[config.mk]
export PLATFORM = sky130hd
export DESIGN_NAME = fetch_unit
export DESIGN_NICKNAME = d
export VERILOG_FILES = /design/src/rtl/fetch_unit.sv
export SDC_FILE = /design/constraint.sdc
export NUM_CORES = 1
export LEC_CHECK = 0
export ABC_AREA = 1
export CORE_MARGIN = 5
export CORE_UTILIZATION = 30
export CTS_BUF_LIST = sky130_fd_sc_hd__clkbuf_4 sky130_fd_sc_hd__clkbuf_8
export CTS_CLUSTER_SIZE = 30
export DETAILED_ROUTE_END_ITERATION = 12
export DONT_BUFFER_PORTS = 1
export PLACE_DENSITY = 0.5
export SLEW_MARGIN = 20
export SYNTH_ARGS = -nofsm -noshare
export SYNTH_HDL_FRONTEND = slang
export SYNTH_SLANG_ARGS = --single-unit
[constraint.sdc]
create_clock -name clk -period 1.85 [get_ports clk]
set_clock_uncertainty 0.1 [all_clocks]
set_input_delay 0.37 -clock clk [delete_from_list [all_inputs] [get_ports clk]]
set_output_delay 0.37 -clock clk [all_outputs]
set_load 0.02 [all_outputs]
[src/rtl/fetch_unit.sv]
// fetch_unit
// Instruction fetch stage sitting in front of a byte-wide instruction memory.
// Walks four consecutive byte addresses, assembles the bytes into a 32-bit
// instruction, and offers it to decode over a valid/ready handshake. A
// redirect (salto) reloads the fetch address at any time.
//
// States
//   FETCH | collecting bytes at pc_fetch + cnt, one per cycle
//   VALID | instruccion/pc offered to decode, waiting for listo
//
// Ports
//   clk         in   single clock, rising edge
//   reset       in   synchronous, active-high
//   direccion   out  byte address to memory (pc_fetch + cnt)
//   dato_mem    in   byte read at direccion, same cycle
//   instruccion out  assembled instruction (registered)
//   pc          out  address of first byte of instruccion (registered)
//   valida      out  instruccion/pc valid for decode
//   listo       in   decode accepts when valida && listo
//   salto       in   redirect request
//   destino     in   redirect target, sampled when salto = 1
module fetch_unit #(
  parameter logic [7:0] RESET_PC   = 8'h00,
  parameter bit         BIG_ENDIAN = 1'b1
) (
  input  logic        clk,
  input  logic        reset,
  output logic [7:0]  direccion,
  input  logic [7:0]  dato_mem,
  output logic [31:0] instruccion,
  output logic [7:0]  pc,
  output logic        valida,
  input  logic        listo,
  input  logic        salto,
  input  logic [7:0]  destino
);

  typedef enum logic {FETCH, VALID} state_t;

  state_t      state, state_next;
  logic [7:0]  pc_fetch;
  logic [1:0]  cnt;
  logic [23:0] byte_buf;   // lane i lives in byte_buf[8*i +: 8]
  logic [31:0] assembled;

  // cnt wraps to 0 on entering VALID, so direccion stays at pc_fetch there.
  assign direccion = pc_fetch + {6'b0, cnt};
  assign valida    = (state == VALID);

  // The fourth byte comes straight from memory, not from the buffer.
  always_comb begin
    assembled = '0;
    if (BIG_ENDIAN)
      assembled = {byte_buf[7:0], byte_buf[15:8], byte_buf[23:16], dato_mem};
    else
      assembled = {dato_mem, byte_buf[23:16], byte_buf[15:8], byte_buf[7:0]};
  end

  always_ff @(posedge clk) begin
    if (reset) state <= FETCH;
    else       state <= state_next;
  end

  always_comb begin
    state_next = state;
    case (state)
      FETCH: if (!salto && cnt == 2'd3) state_next = VALID;
      VALID: if (salto || listo)        state_next = FETCH;
      default:                          state_next = FETCH;
    endcase
  end

  always_ff @(posedge clk) begin
    if (reset) begin
      pc_fetch    <= RESET_PC;
      cnt         <= 2'd0;
      byte_buf    <= 24'h0;
      instruccion <= 32'h0;
      pc          <= 8'h00;
    end else if (salto) begin
      // Redirect wins; a handshake in the same cycle still completes because
      // decode sampled valida && listo, we just do not advance by 4.
      pc_fetch <= destino;
      cnt      <= 2'd0;
    end else begin
      case (state)
        FETCH: begin
          case (cnt)
            2'd0: byte_buf[7:0]   <= dato_mem;
            2'd1: byte_buf[15:8]  <= dato_mem;
            2'd2: byte_buf[23:16] <= dato_mem;
            default: begin
              instruccion <= assembled;
              pc          <= pc_fetch;
            end
          endcase
          cnt <= cnt + 2'd1;
        end
        VALID: begin
          if (listo) begin
            pc_fetch <= pc_fetch + 8'd4;
            cnt      <= 2'd0;
          end
        end
        default: cnt <= 2'd0;
      endcase
    end
  end

endmodule

==> flow_metrics.tcl <==
set metrics [dict create \
    vdd_drop_max_mv 0.328 \
    grt_max_degree 65 \
    cts-buffers-inserted 9 \
    dp_hpwl_um 5030 \
    worstPathRequired_ns 1.38 \
    maxCapViolations 0 \
    rows 36 \
    synth_cells 376 \
    arrival_ns 1.61 \
    fin_crit_sh_pct 113 \
    cts_sinks 75 \
    clockBufferDepth 2 \
    final_common_cell "nor2_1" \
    dieArea_um2 11900 \
    drtIter0Drc 106 \
    routed_wl_um 7340 \
    grt_overflow 0 \
    crit_chain "ha_4 -> buf_6 -> a21oi_4 -> buf_4 -> nor2_2 -> xor2_1 -> buf_4" \
    final_cell_mix "128 x nor2_1, 68 x dfxtp_1, 67 x o21ai_0" \
    drv_slew 0 \
    start_util_pct 30.4 \
    power.leakage_nw 1.36 \
    clock.fmax_mhz 480 \
    ys_seq_elements 75 \
    synth.distinct_cells 25 \
    dr.pass1.iters 4 \
    root_buffer "clkbuf_8" \
    die_w_um 109 \
    fin_crit_ns 2.08 \
    violations "setup timing" \
    final_nets 417 \
    via_count 2395 \
    drive_gt1_share_pct 14.2 \
    worstSetupEndpointType "output port" \
    yosysWarnings 0 \
    htreeDepth 3 \
    syn_avg_cell_area_um2 7.80 \
    slowest_delay_ns 0.35 \
    track_usage_pct 12.7 \
    clk_latency_ns 0.35 \
    startpoint_type "flip-flop" \
    cpMaxStageDelayCell "dfxtp_2" \
    syn-num-nets 404 \
    io_buffers 0 \
    netlist_area_um2 2930 \
    setup_slack_ns -0.234 \
    grt_pass1_wl_um 11700 \
    yosysSeqAreaShare_pct 51.2 \
    crit_top_cell "buf_4" \
    hold_violations 0 \
    fp.dieH_um 109 \
    ios 69 \
    cts_tree "built" \
    syn_to_final_growth_pct 18.7 \
    worstSetupPathType "flip-flop to output port" \
    core-area_um2 9640 \
    antenna_found_initial 0 \
    gp_congestion 0.871 \
    dpl_worst_slack_ns -0.0261 \
    power_density_nw_per_um2 1020 \
    routedWlPerCell_um 13.9 \
    diodes 0 \
    setup_violations 7 \
    total_power_mw 3.55 \
    cp_max_fo 2 \
    via_per_inst 4.54 \
    hold_class "input port to flip-flop" \
    slew_headroom_pct 70.2 \
    worst_pin_slew_ns 0.447 \
    drc 0 \
    grt_pass1_vias 2307 \
    ant_nets 0 \
    rsz0062_at_grt "true" \
    path_clk_slew_ns 0.08 \
    holdWs_ns 0.0599 \
    outcome "finished with violations" \
]
[timing repair]
| item | CTS | global route |
|---|---|---|
| endpoints found under the setup margin | 7 | 9 |
| hold endpoints to repair | 2 | 0 |
| gates resized for setup | 11 | 14 |
| setup buffers | 0 | 3 |
| pin swaps | 4 | 5 |
| hold buffers | 1 | 0 |
[synth_stat cells, drive strengths merged]
master	number	area, um^2
a21boi	1	7.51
xor2	6	52.6
o21bai	1	7.51
fa	1	20.0
inv	18	70.1
ha	7	87.6
dfxtp	75	1500
nor2	130	490
a21oi	15	75.1
a31oi	2	12.5
nand2	23	93.8
buf	8	66.3
nand3	6	30.0
o21ai	75	387
clkbuf	8	31.3
[final cells by class]
cell class	instances	area (um^2)
sequential	75	1520
fill	1043	6160
clock inverter	7	130
tap	133	166
inverter	18	70.1
clock buffer	9	124
timing repair buffer	18	158
multi-input combinational	267	1320
[registers in the layout (all words and copies together), names as in the netlist]
register and count:
byte_buf 24, pc_fetch 8, cnt 2, valida 1
instruccion 32, pc 8
[critical path, delay by kind of cell (launching register included)]
family / cells / cell delay (ns)
buffers and inverters: 3 / 0.41
flip-flops: 1 / 0.35
XOR/XNOR: 1 / 0.16
AND/OR/NAND/NOR: 1 / 0.04
adder cells (fa/ha/maj): 1 / 0.17
AO/OA/AOI/OAI: 1 / 0.16
[worst paths after layout]
check | startpoint | cells after the start | to | slack, ns
setup / recovery | cnt[0] | 7 | direccion[3] | -0.23
setup reg to reg | cnt[1] | 6 | pc[2] | 0.25
hold reg to reg | pc_fetch[7] | 2 | pc_fetch[7] | 0.37
hold / removal | destino[0] | 2 | pc_fetch[0] | 0.06
[routing by layer]
metal / vias up / share of wire (%) / routed length, um / GRT usage, %
met2: 67 / 49 / 3610 / 21.7
met1: 1086 / 43 / 3180 / 14.8
li1: 1240 / - / - / -
met5: - / 0 / 0 / 0
met4: 0 / 0.25 / 18 / 3.07
met3: 2 / 7.2 / 530 / 5.21
[power by group]
group | internal [mW] | switching [mW] | leakage [nW]
clock network | 0.924 | 0.667 | 0.128
registers | 1.66 | 0.0407 | 0.612
logic | 0.103 | 0.156 | 0.622
[through the flow]
step	utilization, %	cells	TNS [ns]	area (um^2)
2_1_floorplan	-	376	-0.169	2930
3_3_place_gp	32.4	507	0	3120
3_5_place_dp	32.4	507	-0.0261	3120
4_1_cts	35.5	524	-1.60	3420
5_1_grt	36.1	527	-1.72	3480
6_report	36.1	527	-1.25	3480
[cells by family (layout without fill, tap and decap cells)]
family                     count (synthesis)  in the layout  share of synthesized area (%)
AOI/OAI and AO/OA                         94             94                           16.7
DFF                                       75             75                           51.2
xor gates and xnor gates                   6              6                           1.79
and+or+nand+nor                          159            159                           20.9
buffers and inverters                     34             52                           5.72
adders and majority gates                  8              8                           3.67
Note: power is estimated with default switching activity, not from simulation.
